File: src/rtl/ram_bist_pkg.sv
// Shared types and constants for the RAM march-test controller.
package ram_bist_pkg;

   localparam int DW_DEF = 8;
   localparam int AW_DEF = 6;
   localparam int CNT_W  = 8;

   typedef enum logic [3:0] {
      IDLE,
      W0,
      M1_RD,
      M1_WR,
      M2_RD,
      M2_WR,
      M3_RD,
      M3_CHK,
      DONE
   } state_t;

endpackage

File: src/rtl/ram_bist_addr_gen.sv
// Up/down address counter with load, step and terminal flag for the march engine.
module ram_bist_addr_gen
   import ram_bist_pkg::*;
#(
   parameter int AW = AW_DEF
) (
   input  logic          clk,
   input  logic          rst_n,
   input  logic          load,
   input  logic [AW-1:0] load_val,
   input  logic          step,
   input  logic          up,
   output logic [AW-1:0] addr,
   output logic [AW-1:0] addr_nxt,
   output logic          last
);

   // The controller never steps past the terminal address, so there is no wrap.
   always_comb begin
      addr_nxt = addr;
      if (load)
         addr_nxt = load_val;
      else if (step)
         addr_nxt = up ? addr + 1'b1 : addr - 1'b1;
   end

   assign last = up ? (addr == {AW{1'b1}}) : (addr == {AW{1'b0}});

   always_ff @(posedge clk or negedge rst_n) begin
      if (!rst_n)
         addr <= '0;
      else
         addr <= addr_nxt;
   end

endmodule

File: src/rtl/ram_bist_ctrl.sv
// March BIST engine for a single-port RAM with registered address.
// Optional build macro RAM_BIST_ADDR_PATTERN_EN: background pattern XORed with the address.
//
// state  | meaning
// IDLE   | waiting for start after reset
// W0     | ascending write of P(a)
// M1_RD  | ascending read address phase
// M1_WR  | check P(a), write ~P(a)
// M2_RD  | descending read address phase
// M2_WR  | check ~P(a), write P(a)
// M3_RD  | ascending read address phase
// M3_CHK | check P(a), no write
// DONE   | results valid, waiting for start
module ram_bist_ctrl
   import ram_bist_pkg::*;
#(
   parameter int             DW           = DW_DEF,
   parameter int             AW           = AW_DEF,
   parameter logic [DW-1:0]  PATTERN      = 8'h55,
   parameter bit             STOP_ON_FAIL = 1'b1
) (
   input  logic             clk,
   input  logic             rst_n,
   input  logic             start,
   output logic             busy,
   output logic             done,
   output logic             pass,
   output logic [CNT_W-1:0] err_cnt,
   output logic [AW-1:0]    fail_addr,
   output logic [DW-1:0]    fail_data,
   output logic [DW-1:0]    ram_data,
   output logic [AW-1:0]    ram_addr,
   output logic             ram_we,
   input  logic [DW-1:0]    ram_q
);

`ifdef RAM_BIST_ADDR_PATTERN_EN
   localparam logic [DW-1:0] ADDR_MASK = '1;
`else
   localparam logic [DW-1:0] ADDR_MASK = '0;
`endif

   function automatic logic [DW-1:0] pat(input logic [AW-1:0] a);
      return PATTERN ^ (ADDR_MASK & {{(DW-AW){1'b0}}, a});
   endfunction

   state_t           state, next_state;
   logic             ld, stp, up, last;
   logic [AW-1:0]    ld_val, addr, addr_nxt;
   logic             cmp_en, mis;
   logic [DW-1:0]    exp_val;
   logic [CNT_W-1:0] err_nxt;
   logic             we_d;
   logic [DW-1:0]    data_d;

   ram_bist_addr_gen #(.AW(AW)) u_addr_gen (
      .clk      (clk),
      .rst_n    (rst_n),
      .load     (ld),
      .load_val (ld_val),
      .step     (stp),
      .up       (up),
      .addr     (addr),
      .addr_nxt (addr_nxt),
      .last     (last)
   );

   assign ram_addr = addr;

   // Read data for the address driven in the previous (RD) cycle is on ram_q now.
   always_comb begin
      cmp_en  = 1'b0;
      exp_val = pat(addr);
      case (state)
         M1_WR:   cmp_en = 1'b1;
         M2_WR:   begin cmp_en = 1'b1; exp_val = ~pat(addr); end
         M3_CHK:  cmp_en = 1'b1;
         default: cmp_en = 1'b0;
      endcase
   end

   assign mis = cmp_en && (ram_q != exp_val);

   always_comb begin
      next_state = state;
      ld         = 1'b0;
      ld_val     = '0;
      stp        = 1'b0;
      up         = 1'b1;
      case (state)
         IDLE, DONE: if (start) begin next_state = W0; ld = 1'b1; end
         W0: begin
            if (last) begin next_state = M1_RD; ld = 1'b1; end
            else stp = 1'b1;
         end
         M1_RD: next_state = M1_WR;
         M1_WR: begin
            if (mis && STOP_ON_FAIL) next_state = DONE;
            else if (last) begin next_state = M2_RD; ld = 1'b1; ld_val = '1; end
            else begin next_state = M1_RD; stp = 1'b1; end
         end
         M2_RD: begin up = 1'b0; next_state = M2_WR; end
         M2_WR: begin
            up = 1'b0;
            if (mis && STOP_ON_FAIL) next_state = DONE;
            else if (last) begin next_state = M3_RD; ld = 1'b1; end
            else begin next_state = M2_RD; stp = 1'b1; end
         end
         M3_RD: next_state = M3_CHK;
         M3_CHK: begin
            if ((mis && STOP_ON_FAIL) || last) next_state = DONE;
            else begin next_state = M3_RD; stp = 1'b1; end
         end
         default: next_state = IDLE;
      endcase
   end

   always_comb begin
      err_nxt = err_cnt;
      if ((state == IDLE || state == DONE) && start)
         err_nxt = '0;
      else if (mis && err_cnt != {CNT_W{1'b1}})
         err_nxt = err_cnt + 1'b1;
   end

   always_comb begin
      we_d   = 1'b0;
      data_d = '0;
      case (next_state)
         W0, M2_WR: begin we_d = 1'b1; data_d = pat(addr_nxt); end
         M1_WR:     begin we_d = 1'b1; data_d = ~pat(addr_nxt); end
         default:   begin we_d = 1'b0; data_d = '0; end
      endcase
   end

   always_ff @(posedge clk or negedge rst_n) begin
      if (!rst_n) begin
         state     <= IDLE;
         busy      <= 1'b0;
         done      <= 1'b0;
         pass      <= 1'b0;
         err_cnt   <= '0;
         fail_addr <= '0;
         fail_data <= '0;
         ram_we    <= 1'b0;
         ram_data  <= '0;
      end else begin
         state    <= next_state;
         busy     <= !(next_state == IDLE || next_state == DONE);
         done     <= (next_state == DONE);
         pass     <= (next_state == DONE) && (err_nxt == '0);
         err_cnt  <= err_nxt;
         ram_we   <= we_d;
         ram_data <= data_d;
         if ((state == IDLE || state == DONE) && start) begin
            fail_addr <= '0;
            fail_data <= '0;
         end else if (mis && err_cnt == '0) begin
            fail_addr <= addr;
            fail_data <= ram_q;
         end
      end
   end

endmodule

File: config.mk
export PLATFORM = sky130hd
export DESIGN_NAME = ram_bist_ctrl
export DESIGN_NICKNAME = d
export VERILOG_FILES = /design/src/rtl/ram_bist_pkg.sv /design/src/rtl/ram_bist_addr_gen.sv /design/src/rtl/ram_bist_ctrl.sv
export SDC_FILE = /design/constraint.sdc
export NUM_CORES = 1
export LEC_CHECK = 0
export CAP_MARGIN = 20
export CORE_MARGIN = 2
export CORE_UTILIZATION = 40
export CTS_CLUSTER_DIAMETER = 80
export DETAILED_ROUTE_END_ITERATION = 6
export HOLD_SLACK_MARGIN = 0.1
export PLACE_DENSITY = 0.66
export SYNTH_ARGS = -nofsm -noshare
export SYNTH_HDL_FRONTEND = slang
export SYNTH_HIERARCHICAL = 1
export SYNTH_SLANG_ARGS = --single-unit
export TNS_END_PERCENT = 20
File: constraint.sdc
create_clock -name clk -period 3.55 [get_ports clk]
set_clock_uncertainty 0.05 [all_clocks]
set_input_delay 0.71 -clock clk [delete_from_list [all_inputs] [get_ports clk]]
set_output_delay 0.71 -clock clk [all_outputs]
set_load 0.1 [all_outputs]
=== Yosys cells after proc, flatten, opt, wreduce, memory -nomap -nowiden ===
Cells that the tools add are included.

* Mux-type cells: 33
* Add/sub/neg operators: 3
* Reductions and logical operators: 22
* Eq/ne operators: 15

{| class="wikitable"
|+ Operators with widths
! operator !! count
|-
| 6-bit 2-to-1 mux || 8
|-
| 8-bit 2-to-1 mux || 5
|-
| 4-bit one-hot mux with 8 select lines || 1
|-
| 4-bit by 3-bit equality test with 1-bit output, second input constant || 5
|-
| 4-bit 2-to-1 mux || 5
|-
| 8-bit zero test || 2
|-
| 8-bit one-hot mux with 2 select lines || 1
|-
| 4-bit by 2-bit equality test with 1-bit output, second input constant || 3
|-
| 1-bit 2-to-1 mux || 9
|-
| 8-bit by 1-bit adder with 8-bit output, second input constant || 1
|-
| 4-bit by 1-bit equality test with 1-bit output, second input constant || 2
|-
| 4-bit equality test, second input constant || 2
|-
| 4-bit zero test || 2
|-
| 8-bit != test || 1
|-
| 8-bit != test, second input constant || 1
|-
| 2-bit OR reduction || 4
|-
| 6-bit by 1-bit adder with 6-bit output, second input constant || 1
|-
| 6-bit equality test, second input constant || 1
|-
| 6-bit zero test || 1
|-
| 1-bit one-hot mux with 3 select lines || 2
|-
| 3-bit OR reduction || 2
|-
| 6-bit by 1-bit subtractor with 6-bit output, second input constant || 1
|-
| 1-bit logical AND || 5
|-
| 2-bit nonzero test || 2
|-
| 4 further kinds || 6
|}

* Bits in registers: 44
* Input port bits: 11
* Output and inout bits: 40

=== Longest topological paths before layout ===
Gate-level depths: netlist (run 1).

* Depth in word-level cells: 10
* Gate-level depth with buffers: 13
* Mapped depth without buffers: 10

=== Hierarchy ===
The synthesis (run 1) kept the hierarchy.

{| class="wikitable"
|+ By module, submodules not included
! module !! area an instance (um2) !! cells an instance !! sequential area each (um2) !! times used
|-
| ram_bist_ctrl || 1,720.4 || 187 || 800.8 || 1
|-
| ram_bist_addr_gen || 516.7 || 57 || 150.1 || 1
|}

=== Worst setup path after synthesis (run 1) ===
Ideal clock, no wire load.

* Path type: reg-to-reg
* From: register u_addr_gen.addr[0]
* To: register u_addr_gen.addr[4]
* Slack: 0.662 ns
* Data arrival time: 2.755 ns
* Period minus slack after synthesis: 2.888 ns
* Stages on the path, launching flop included: 9
* Required time: 3.417 ns
* Path through: dfrtp_1 -> nand3_1 -> o21ai_0 -> nand2_1 -> nor4_1 -> or3_1 -> buf_4 -> nand2_1 -> o21ai_0

* Word-level cells in the longest chain between the ends: 6

{| class="wikitable"
|+ Ends and longest elaborated chain
! element !! line !! text
|-
| from (decl) || ram_bist_addr_gen.sv:13 || <nowiki>output logic [AW-1:0] addr,</nowiki>
|-
| from (signal assigned) || ram_bist_addr_gen.sv:33 || <nowiki>addr <= addr_nxt;</nowiki>
|-
| 6-bit equality test or 6-bit zero test (tied branches) || ram_bist_addr_gen.sv:27 || <nowiki>assign last = up ? (addr == {AW{1'b1}}) : (addr == {AW{1'b0}});</nowiki>
|-
| 1-bit 2-to-1 mux * || ram_bist_addr_gen.sv:27 ||
|-
| named net last || ram_bist_ctrl.sv:48 || <nowiki>logic ld, stp, up, last;</nowiki>
|-
| 1-bit 2-to-1 mux * || ram_bist_ctrl.sv:93, ram_bist_ctrl.sv:99, ram_bist_ctrl.sv:106 ||
|-
| 1-bit 2-to-1 mux || ram_bist_ctrl.sv:105 || <nowiki>if (mis && STOP_ON_FAIL) next_state = DONE;</nowiki>
|-
| 1-bit one-hot mux with 3 select lines * || ram_bist_ctrl.sv:90 || <nowiki>case (state)</nowiki>
|-
| named net ld || ram_bist_ctrl.sv:48 ||
|-
| 6-bit 2-to-1 mux * || ram_bist_addr_gen.sv:21 || <nowiki>if (load)</nowiki>
|-
| named net addr_nxt[4] || ram_bist_ctrl.sv:49 || <nowiki>logic [AW-1:0] ld_val, addr, addr_nxt;</nowiki>
|}

The timed path passes the listed nets; every way through them passes the cells marked *. The select of a mux whose other input is x is not followed.
A chain may end at the register's enable or synchronous reset.

=== Worst setup path in the final report (run 1) ===
* From: input port ram_q[6]
* To: register u_addr_gen.addr[5]

* Word-level cells in the longest chain between the ends: 6

{| class="wikitable"
|+ Ends and longest elaborated chain
! element !! line !! text
|-
| from (decl) || ram_bist_ctrl.sv:34 || <nowiki>input logic [DW-1:0] ram_q</nowiki>
|-
| 8-bit != test * || ram_bist_ctrl.sv:82 || <nowiki>assign mis = cmp_en && (ram_q != exp_val);</nowiki>
|-
| 1-bit logical AND * || ram_bist_ctrl.sv:82 ||
|-
| 1-bit logical OR || ram_bist_ctrl.sv:111 || <nowiki>if ((mis && STOP_ON_FAIL) || last) next_state = DONE;</nowiki>
|-
| 1-bit 2-to-1 mux || ram_bist_ctrl.sv:111 ||
|-
| 1-bit one-hot mux with 3 select lines * || ram_bist_ctrl.sv:90 ||
|-
| named net stp || ram_bist_ctrl.sv:48 ||
|-
| 2-bit nonzero test (no source line) * || -- ||
|}

The timed path passes the listed nets; every way through them passes the cells marked *.

==> results of run 1 <==
[stage by stage]
step / hold WS [ns] / setup WS [ns] / std cells / util / area [µm²]
after floorplan: 0.3644 / 0.6621 / 244 / - / 2237
after global placement: 0.4332 / 0.2172 / 352 / 0.4951 / 2693
after detailed placement: 0.4394 / 0.1751 / 352 / 0.4951 / 2693
after CTS: 0.4557 / 0.4623 / 359 / 0.5091 / 2769
after global routing: 0.4895 / 0.2607 / 359 / 0.5091 / 2769
final: 0.4503 / 0.4719 / 359 / 0.5091 / 2769
[cells by family (layout without fill, tap and decap cells)]
group           count (synthesis)  count (layout)  synth area share
simple gates                   86              86            0.2164
compound gates                 56              56            0.1572
buf+inv                        42              85           0.09619
flops                          38              38            0.4251
xor+xnor                        8               8           0.03132
fa+ha+maj                       7               7           0.04251
mux                             7               7           0.03132
[per-layer routing]
layer	global-route usage	up-vias	part of all wire
met5	0	-	0
met4	0.06316	0	0.0081
met3	0.02727	2	0.033
met2	0.3068	37	0.51
met1	0.2202	909	0.45
li1	-	940	-
[sequential cells by signal, indices dropped and copies added (netlist names)]
| register | flops |
|---|---|
| u_addr_gen/addr | 6 |
| state | 4 |
| done | 1 |
| pass | 1 |
| busy | 1 |
| err_cnt | 8 |
| fail_data | 8 |
| fail_addr | 6 |
| ram_data | 2 |
| ram_we | 1 |
[layout make-up]
cell class                      count  area, µm²  share of cell area
Timing Repair Buffer               54      490.5              0.1771
Sequential cell                    38      950.9              0.3434
Multi-Input combinational cell    164       1071              0.3868
Inverter                           24      90.09             0.03253
Clock buffer                        7      76.32             0.02756
Tap cell                           72      90.09             0.03253
[cells in the final DEF (no fill, tap or decap), types with 3 or more instances in the layout]
master / count
xnor2_1: 8
nand2_1: 16
nor2_1: 13
nor4_1: 4
ha_1: 6
buf_4: 18
nor3_1: 5
dfrtp_1: 38
mux2i_1: 7
clkbuf_8: 5
inv_1: 24
nor4bb_1: 3
clkdlybuf4s50_1: 35
nand3_1: 23
a21oi_1: 5
o21ai_0: 27
o31ai_1: 3
a211oi_1: 3
[worst reg2reg max path: stages, from the launching register on]
cell and delay [ns]:
dfrtp_1 0.51, or3b_4 0.49, nor3_1 0.20, nand2_1 0.07, o21ai_0 0.27, nor3_1 0.13
buf_4 0.21, and4_1 0.21, a311oi_1 0.22, o311ai_1 0.16, xnor2_1 0.17, o21ai_1 0.07
[how the worst min path moves through the flow]
stage	slack [ns]	start	end	cells after the start
after floorplan	0.36	rst_n	busy	0
after global placement	0.43	fail_addr[0]	fail_addr[0]	2
after detailed placement	0.44	fail_addr[0]	fail_addr[0]	2
after CTS	0.46	fail_addr[0]	fail_addr[0]	2
after global routing	0.49	fail_addr[2]	fail_addr[2]	2
final	0.45	fail_addr[0]	fail_addr[0]	2
==> out/results.tsv, run 1 <==
stage	metric	value	unit
synthesis	most common cell in the netlist	dfrtp_1	
cts	hold_buf cts	0	
routing	drt total wl	5.086	mm
synthesis	FF+latch count, synth	38	
synthesis	Net Count, Synth	262	
critical_path	delay-heaviest family, CP	simple AND/OR/NAND/NOR gates	
die	Cell Rows	27	
grt	total grt overflow	0	
cts	post-CTS setup buffers	0	
timing	Rel. slew slack	0.3376	
die	die height	78.79	µm
cts	CTS root buffer	clkbuf_8	
synthesis	top cells by count, synth	dfrtp_1, o21ai_0, inv_1	
cts	TritonCTS clock tree	yes	
critical_path	largest stage delay on the critical path	0.51	ns
cts	Skew-Pair Late Insertion Delay	0.29	ns
flow_run	max-cap viol count	0	
placed_design	RePlAce Congestion	0.8797	
critical_path	WS Path Type	in -> reg	
routing	DR iter-0 viols	169	
critical_path	slowest CP cell	nor4bb_1	
cts	CTS buffer count	5	
routing	Routed Antenna Nets	0	
timing	setup tns final	0	ns
synthesis	Unique masters post-synth	53	
critical_path	worst path bufs/invs	2	
grt	largest net degree at the start of global routing	39	
critical_path	R2R cell count	11	
grt	Overall Global Routing Usage	0.1757	
routing	via count	1888	
critical_path	worst path arrival time	3.19	ns
synthesis	Top FF cell, synth	dfrtp_1	
routing	routed length per instance	14.17	µm
critical_path	worst path required time	3.66	ns
timing	min Tclk post-route	3.078	ns
die	DIE AREA	6207	µm²
routing	TritonRoute pass-1 iters	4	
layout	share of layout cells above drive strength 1	0.1254	
critical_path	Reg2Reg Setup Slack	0.67	ns
synthesis	asr flop ratio synth	1.000	
synthesis	Synth area leader	dfrtp_1	
timing	final worst path period share	0.8671	
layout	Layout Nets	305	
timing	worst-margin pin slew	0.9905	ns
critical_path	cell mode on critical path	o21ai_1	
critical_path	worst-path cell chain	clkdlybuf4s50_1 -> nor4bb_1 -> a211o_2 -> nand2_1 -> nor3_1 -> buf_4 -> nor4b_1 -> o21ai_1 -> o311ai_1 -> xnor2_1 -> o21ai_1	
critical_path	Worst setup EP type	register	
synthesis	Netlist Area Pre-Place	2237	µm²
layout	Area Growth Syn to Fin	23.77	%
status	status	finished, final reports clean	
die	Die X	78.79	µm
die	core region area	5439	µm²
grt	vias in the first global route	1762	
timing	Hold Fails Final Rpt	0	
placed_design	Port-buffer cells	50	
cts	PostCTS Resize Cnt	0	
grt	initial antenna violation count	0	
grt	first-pass GRT wire length	8.659	mm
critical_path	startpoint type of the worst setup path	input port	
routing	routed vias/inst	5.259	
cts	Clock Sinks	38	
critical_path	crit path from	ram_q[6]	
layout	fillers	518	
critical_path	FF-to-FF End	u_addr_gen/addr[5]	
critical_path	crit path capture	u_addr_gen/addr[5]	
die	I/O pin count	51	
synthesis	Avg Inst Size Synth	9.169	µm²
synthesis	synth top area cells	dfrtp_1, o21ai_0, nand3_1, inv_1, buf_4	
critical_path	crit-path max FO	11	
cts	H-tree depth	2	
timing	Slew Limit Fails	0	
timing	maximum clock frequency	324.9	MHz
synthesis	EDFF count, synth	0	
placed_design	Post-DP HPWL	3.650	mm
cts	Clock Path Buffers	2	
synthesis	post-synth top area share	0.4251	
cts	CTS clk-pin slew, worst paths	0.07	ns
die	Starting Density	0.4113	
hold_path	Worst Hold Class	reg -> reg	
synthesis	Seq/Total Area, Yosys	0.4251	
synthesis	YS warnings	6	
synthesis	Post-Syn Instances	244	
layout	Ant. Diodes	0	
routing	DRC	0	
critical_path	WP depth	11	
timing	final number of setup-violating endpoints	0	
critical_path	r2r startpoint	state[2]	
timing	RSZ-0062 raised after global routing	false	
Power of run 1 is not shown: default switching activity piles up to over one toggle a cycle in this logic, so the estimate is an artifact.
==> inputs of run 2 (changes only) <==
Settings changed: DONT_BUFFER_PORTS from default to 1, PLACE_DENSITY 0.66 to 0.54.
==> run 2 against run 1 <==
First-iteration DRC count down 57%. Utilization shrank 5.9 points. Non-clock buffer count is 36 lower. Flip-flop and latch count is the same. Cell count down 9.7%. Die area stayed put. Register-to-register slack gained 0.05 ns. Design area decreased by 12%. Via count decreased by 9.0%. Critical path type is now reg -> reg.
==> out/results.tsv, run 2 (synthesis gave the netlist of run 1 again) <==
stage	metric	value	unit	change
status	status	finished, final reports clean		
timing	worst-margin pin slew	1.098	ns	+0.1080 ns
routing	DRC	0		unchanged
layout	top flop regs	err_cnt x8, fail_data x8		
cts	Clock Path Buffers	2		unchanged
die	I/O pin count	51		unchanged
cts	Clock Sinks	38		unchanged
critical_path	Worst setup EP type	register		
die	core region area	5439	µm²	unchanged
hold_path	Worst Hold Class	in -> async		
critical_path	startpoint type of the worst setup path	register		
grt	total grt overflow	0		unchanged
placed_design	Port-buffer cells	0		-100%
timing	Slew Limit Fails	0		unchanged
layout	commonest non-fill, non-tap cells in the layout	dfrtp_1, o21ai_0, inv_1, nand3_1, buf_4		
cts	CTS root buffer	clkbuf_8		
grt	initial antenna violation count	0		unchanged
grt	vias in the first global route	1662		-5.7%
timing	RSZ-0062 raised after global routing	false		
critical_path	WS Path Type	reg -> reg		
layout	Area Growth Syn to Fin	9.452	%	
timing	worst hold slack	0.1992	ns	-0.2512 ns
cts	CTS clk-pin slew, worst paths	0.07	ns	about the same
placed_design	RePlAce Congestion	0.7905		-10%
critical_path	worst path arrival time	2.95	ns	-0.24 ns
layout	fillers	554		+6.9%
timing	final worst path period share	0.7964		-0.07067
die	DIE AREA	6207	µm²	unchanged
routing	Routed Antenna Nets	0		unchanged
routing	routed length per instance	15.07	µm	+6.4%
routing	DR iter-0 viols	72		-57%
grt	Overall Global Routing Usage	0.1677		-0.008017
cts	post-CTS setup buffers	0		unchanged
grt	first-pass GRT wire length	8.148	mm	-5.9%
die	Starting Density	0.4113		unchanged
placed_design	Post-DP HPWL	3.655	mm	+0.13%
critical_path	worst path required time	3.67	ns	about the same
timing	Hold Fails Final Rpt	0		unchanged
cts	H-tree depth	2		unchanged
timing	setup tns final	0	ns	unchanged
cts	Skew-Pair Late Insertion Delay	0.29	ns	about the same
die	Die X	78.79	µm	unchanged
timing	Rel. slew slack	0.2709		-0.06670
timing	final number of setup-violating endpoints	0		unchanged
cts	TritonCTS clock tree	yes		
layout	most common cell after layout, fill and taps aside	dfrtp_1		
layout	share of layout cells above drive strength 1	0.1548		+0.02933
routing	routed vias/inst	5.302		+0.83%
die	Cell Rows	27		unchanged
cts	PostCTS Resize Cnt	0		unchanged
routing	via count	1718		-9.0%
grt	largest net degree at the start of global routing	39		unchanged
routing	drt total wl	4.884	mm	-4.0%
layout	Ant. Diodes	0		unchanged
cts	CTS buffer count	5		unchanged
critical_path	crit-path max FO	11		unchanged
timing	min Tclk post-route	2.827	ns	-0.2509 ns
flow_run	max-cap viol count	0		unchanged
die	die height	78.79	µm	unchanged
routing	TritonRoute pass-1 iters	4		unchanged
critical_path	R2R cell count	11		unchanged
layout	Layout Nets	269		-12%
timing	maximum clock frequency	353.7	MHz	+8.9%
[run 2: cell count changes in the layout (fill, tap and decap cells not counted), sizes merged]
cell           change
buf                -1
clkdlybuf4s50     -35
clkinv             +1
[run 2: area by class of cell]
class | count | area, µm² | share of cell area
Tap cell | 72 | 90.09 | 0.03679
Inverter | 24 | 90.09 | 0.03679
Multi-Input combinational cell | 164 | 1071 | 0.4374
Clock inverter | 1 | 5.005 | 0.002044
Timing Repair Buffer | 18 | 147.6 | 0.06030
Clock buffer | 7 | 86.33 | 0.03526
Sequential cell | 38 | 958.4 | 0.3914
[run 2: final timing paths]
check / startpoint / to / slack, ns
hold / removal: rst_n / u_addr_gen/addr[0] / 0.20
setup reg to reg: state[2] / u_addr_gen/addr[5] / 0.72
setup / recovery: state[2] / u_addr_gen/addr[5] / 0.72
max in group asynchronous: rst_n / ram_data[5] / 3.05
hold reg to reg: state[0] / ram_data[5] / 0.54
min in group clk: ram_q[1] / fail_data[1] / 0.51
[run 2: critical path: stages, from the launching register on]
cell      delay (ns)
dfrtp_1         0.52
or3b_4          0.49
nor3_1          0.19
nand2_1         0.07
o21ai_0         0.23
nor3_1          0.13
buf_4           0.20
and4_1          0.20
a311oi_1        0.23
o311ai_1        0.17
xnor2_1         0.15
o21ai_1         0.07
[run 2: routing by layer]
layer | wire (µm) | GRT usage
met1 | 2167 | 0.2090
met2 | 2461 | 0.2863
met3 | 171 | 0.03068
met4 | 83 | 0.06842
met5 | 0 | 0
[run 2: per-stage QoR]
stage | util | cell area, µm² | std cells | setup WS (ns)
after detailed placement | 0.4297 | 2337 | 315 | 0.7186
after CTS | 0.4502 | 2449 | 324 | 0.7688
after global routing | 0.4502 | 2449 | 324 | 0.4840
final | 0.4502 | 2449 | 324 | 0.7228
after global placement | 0.4297 | 2337 | 315 | 0.7540
after floorplan | - | 2237 | 244 | 0.6621
[run 2: what timing repair did]
item	CTS	global route
endpoints found under the setup margin	0	0
endpoints found under the hold margin	38	0
hold buffers	1	0
Power of run 2 is left out for the same reason.
==> RTL change 1 (config.mk and constraints of run 1) <==
Reset style: synchronous (`rst_n`), changed in 2 clocked blocks.
--- a/src/rtl/ram_bist_addr_gen.sv
+++ b/src/rtl/ram_bist_addr_gen.sv
@@ -28,3 +28,3 @@
 
-   always_ff @(posedge clk or negedge rst_n) begin
+   always_ff @(posedge clk) begin
       if (!rst_n)
--- a/src/rtl/ram_bist_ctrl.sv
+++ b/src/rtl/ram_bist_ctrl.sv
@@ -135,3 +135,3 @@
 
-   always_ff @(posedge clk or negedge rst_n) begin
+   always_ff @(posedge clk) begin
       if (!rst_n) begin
Check against the original RTL: differs if rst_n is asserted again (counterexample within 4 cycles, from zero or initial values and one cycle with rst_n low); with rst_n held inactive, the same outputs for 10 cycles.
==> RTL change 1 against run 1 <==
Sequential cell count unchanged; routed wire length down 9.9%; first-iteration DRC count down 57%; synthesized area down 5.1%; critical path depth down 2; core utilization up 1.1 points; non-clock buffer count down 1; maximum frequency up 8.0%; critical endpoint is now u_addr_gen/addr[5]; design area down 4.1%; worst setup slack better by 0.23 ns; synthesized cell count down 2.0%.
Power is left out: it rests on default switching activity, and per cell area and clock period it moved more than threefold.
==> RTL change 1: results (changes against run 1) <==
Global routing
  • Largest net degree at the start of global routing: 22 (-44%)
  • Global-route wire length before repair: 7780 microns (-10%)
  • Number of global-route vias before repair: 1679 (-4.7%)
  • Initial antenna violation count: 0 (unchanged)
  • GRT Total Usage: 0.160 (-0.0162)

Setup path
  • CP peak stage delay: 0.49 ns (-0.02 ns)
  • Critical-path top delay cell: clkdlybuf4s50_1
  • CP arrival: 2.97 ns (-0.22 ns)
  • Max Fanout on Critical Path: 15 (+4)
  • Worst path top cell family by delay: simple AND/OR/NAND/NOR gates
  • Worst R2R Start: state[2]
  • Worst R2R Setup Slack: 0.88 ns (+0.21 ns)
  • Reg2reg end: u_addr_gen/addr[5]
  • Worst Reg-to-Reg Cells: 10 (-1)

STA
  • Worst-Margin Slew: 0.983 ns (-0.00791 ns)
  • Final Hold Viols: 0 (unchanged)

Placed design
  • Final HPWL DP: 3370 microns (-7.8%)
  • GP Congestion: 0.755 (-14%)
  • Placed instance area: 0.00258 sq mm (-4.3%)
  • Port Buffers: 50 (unchanged)

Final layout
  • Fin nets: 301 (-1.3%)
  • Area Growth Syn to Fin: 25.1%
  • Fillers: 487 (-6.0%)
  • Largest regs: err_cnt (8), fail_data (8)
  • Ant. Diodes: 0 (unchanged)
  • Layout cell share with drive strength beyond 1: 0.134 (+0.00884)

Clock network
  • Post_cts resized: 0 (unchanged)
  • Clock root buffer: clkbuf_8
  • Clock buffer depth: 2 (unchanged)
  • Worst-skew pair later-pin latency: 0.28 ns
  • Reg clk slew, reported paths: 0.07 ns (about the same)
  • CTS buffer count: 5 (unchanged)
  • Setup Buffers After CTS: 0 (unchanged)
  • H-tree Lvls: 2 (unchanged)

Min path
  • Hold endpoint: fail_data[3]
  • Hold-critical path depth: 2 (unchanged)
  • Hold Crit Class: flip-flop to flip-flop
  • Hold Crit Start: fail_data[3]

Logic synthesis
  • Syn Nets: 257 (-1.9%)
  • Ys Warns: 6 (unchanged)

Detailed routing
  • Routed vias: 1819 (-3.7%)
  • 1st-iter DRT viols: 73 (-57%)
  • Routed len/inst: 13.0 microns (-8.3%)
  • Pre-antenna DRT Iters: 4 (unchanged)

Floorplan
  • Std-Cell Rows: 26 (-3.7%)

Outcome
  • Status: completed
[RTL change 1: routing by layer]
layer,part of all wire,GRT usage,up-vias
li1,-,-,923
met1,0.47,0.205,843
met2,0.46,0.262,47
met3,0.054,0.0365,6
met4,0.013,0.0545,0
met5,0,0,-
[RTL change 1: worst max path at each step]
stage,depth (start not counted),end,slack (ns),startpoint
after floorplan,9,u_addr_gen/addr[5],0.82,u_addr_gen/addr[0]
after global placement,9,u_addr_gen/addr[5],0.41,ram_q[2]
after detailed placement,9,u_addr_gen/addr[5],0.39,ram_q[2]
after CTS,9,u_addr_gen/addr[5],0.71,ram_q[2]
after global routing,9,u_addr_gen/addr[5],0.49,ram_q[2]
final,9,u_addr_gen/addr[5],0.70,ram_q[2]
[RTL change 1: worst register-to-register path: stages, from the launching register on]
cell     delay [ns]
dfxtp_1        0.46
or3b_4         0.47
nor3_1         0.20
nand2_1        0.06
o21ai_1        0.27
nand3_1        0.12
nand2_1        0.35
and2_1         0.25
nor2_1         0.05
and4_1         0.14
nor3_1         0.16
[RTL change 1: metrics by stage]
step	hold WS (ns)	worst slack [ns]	instances
floorplan	0.548	0.821	239
global placement	0.425	0.410	346
global route	0.481	0.494	353
finish	0.443	0.699	353
CTS	0.448	0.706	353
detailed placement	0.431	0.389	346
[RTL change 1: cell type report]
cell class,instances,area [sq um],area share
Clock buffer,5,68.8,0.0259
Clock inverter,2,10.0,0.00377
Inverter,8,30.0,0.0113
Multi-Input combinational cell,177,1210,0.456
Sequential cell,38,761,0.287
Tap cell,70,87.6,0.0330
Timing Repair Buffer,53,488,0.184
==> RTL change 2 (flow settings as in run 1) <==
Without the edit above. Change the package constant `DW_DEF` from 8 to 10.
--- a/src/rtl/ram_bist_pkg.sv
+++ b/src/rtl/ram_bist_pkg.sv
@@ -3,3 +3,3 @@
 
-   localparam int DW_DEF = 8;
+   localparam int DW_DEF = 10;
    localparam int AW_DEF = 6;
Ports: changed (resized fail_data, ram_data and ram_q); port bits go from 51 to 57. No check against the original RTL was run, so the function may have changed too.
==> RTL change 2 against run 1 <==
Critical path depth shrank 1; core utilization up 0.42 points; synthesized area increased by 9.2%; design area is 9.8% higher; worst hold slack better by 0.011 ns; routed wire length grew 5.3%; sequential cell count grew 2; global-route usage fell by 1.1 points; maximum frequency down 6.7%; worst setup slack got worse by 0.22 ns.
==> RTL change 2: results (changes against run 1) <==
Setup path
  • CP peak stage delay: 0.77 ns (+0.26 ns)
  • Critical-path top delay cell: o21ai_0
  • Worst path top cell family by delay: compound AO/OA/AOI/OAI gates
  • Max Fanout on Critical Path: 9 (-2)
  • CP arrival: 3.42 ns (+0.23 ns)

Global routing
  • Number of global-route vias before repair: 1808 (+2.6%)
  • Largest net degree at the start of global routing: 41 (+5.1%)
  • GRT Total Usage: 0.165 (-0.0110)
  • Global-route wire length before repair: 8600 microns (-0.64%)

Detailed routing
  • Pre-antenna DRT Iters: 6 (+2)
  • Final wirelength: 5350 microns (+5.3%)
  • 1st-iter DRT viols: 116 (-31%)
  • Via-to-Cell Ratio: 5.19 (-1.4%)

Placed design
  • Placed instance area: 0.00293 sq mm (+8.9%)
  • Final HPWL DP: 3930 microns (+7.7%)
  • Setup Slack @ Placement: 0.116 ns (-0.0595 ns)
  • Port Buffers: 56 (+12%)
  • Post-Place Cells: 379 (+7.7%)
  • GP Congestion: 0.889 (+1.1%)

Pwr
  • Worst IR Drop VDD: 447 uV

Final layout
  • Largest regs: fail_data (10), err_cnt (8)
  • Fin cells: 387 (+7.8%)
  • Layout cell share with drive strength beyond 1: 0.122 (-0.00364)
  • Fin nets: 331 (+8.5%)

Outcome
  • Status: completed

Logic synthesis
  • Commonest cells in the synthesized netlist: nand2_1, dfrtp_1, nor2_1, o21ai_1, buf_4
  • Seq/Total Area, Yosys: 0.410 (-0.0152)
  • Syn Area/Cell: 9.08 sq um (-0.97%)
  • Synth cell types: 57 (+7.5%)
  • Largest cells by area after synthesis: dfrtp_1, nand2_1, o21ai_1
  • Syn Nets: 289 (+10%)

Clock network
  • Hold_buf cts: 0 (unchanged)

STA
  • Worst-Margin Slew: 1.02 ns (+0.0267 ns)
## RTL change 2: tightest hold or removal path, delay by kind of cell (launching register included)
family / cells / cell delay (ns)
DFF: 1 / 0.38
and+or+nand+nor: 1 / 0.06
AOI/OAI and AO/OA: 1 / 0.05
## RTL change 2: kinds of logic after synthesis
logic type,Yosys count,share of synthesized area
AOI/OAI and AO/OA,56,0.148
xor gates and xnor gates,12,0.0430
adders and majority gates,7,0.0389
buffers and inverters,31,0.0712
DFF,40,0.410
muxes,5,0.0205
and+or+nand+nor,118,0.269
## RTL change 2: final timing paths
kind	startpoint	to	slack [ns]	depth (start not counted)
setup / recovery	state[2]	u_addr_gen/addr[5]	0.25	10
hold / removal	fail_data[0]	fail_data[0]	0.46	2
setup reg to reg	state[2]	u_addr_gen/addr[5]	0.25	10
hold reg to reg	fail_data[0]	fail_data[0]	0.46	2
max in group asynchronous	rst_n	state[2]	2.41	1
min in group asynchronous	rst_n	err_cnt[4]	0.48	1
## RTL change 2: cell type report
cell class | count | area (sq um)
inverters | 7 | 26.3
repair buffers | 59 | 543
multi-input cells | 198 | 1270
clock inverters | 2 | 35.0
well taps | 75 | 93.8
clock buffers | 6 | 72.6
fillers | 552 | 2880
flip-flops and latches | 40 | 1000
## RTL change 2: metal layers
layer | global-route usage | vias up | wire length, microns
li1 | - | 1015 | -
met1 | 0.224 | 941 | 2600
met2 | 0.254 | 43 | 2490
met3 | 0.0326 | 8 | 179
met4 | 0.0733 | 0 | 83
met5 | 0 | - | 0
## RTL change 2: power by group through the flow
stage | sequential (mW) | clock, mW | combinational (mW)
after floorplan | 0.930 | 0 | 0.315
after global placement | 0.605 | 0 | 0.812
after detailed placement | 0.603 | 0 | 0.817
final | 0.595 | 0.364 | 0.812
after global routing | 0.607 | 0.396 | 0.859
after CTS | 0.595 | 0.376 | 0.817
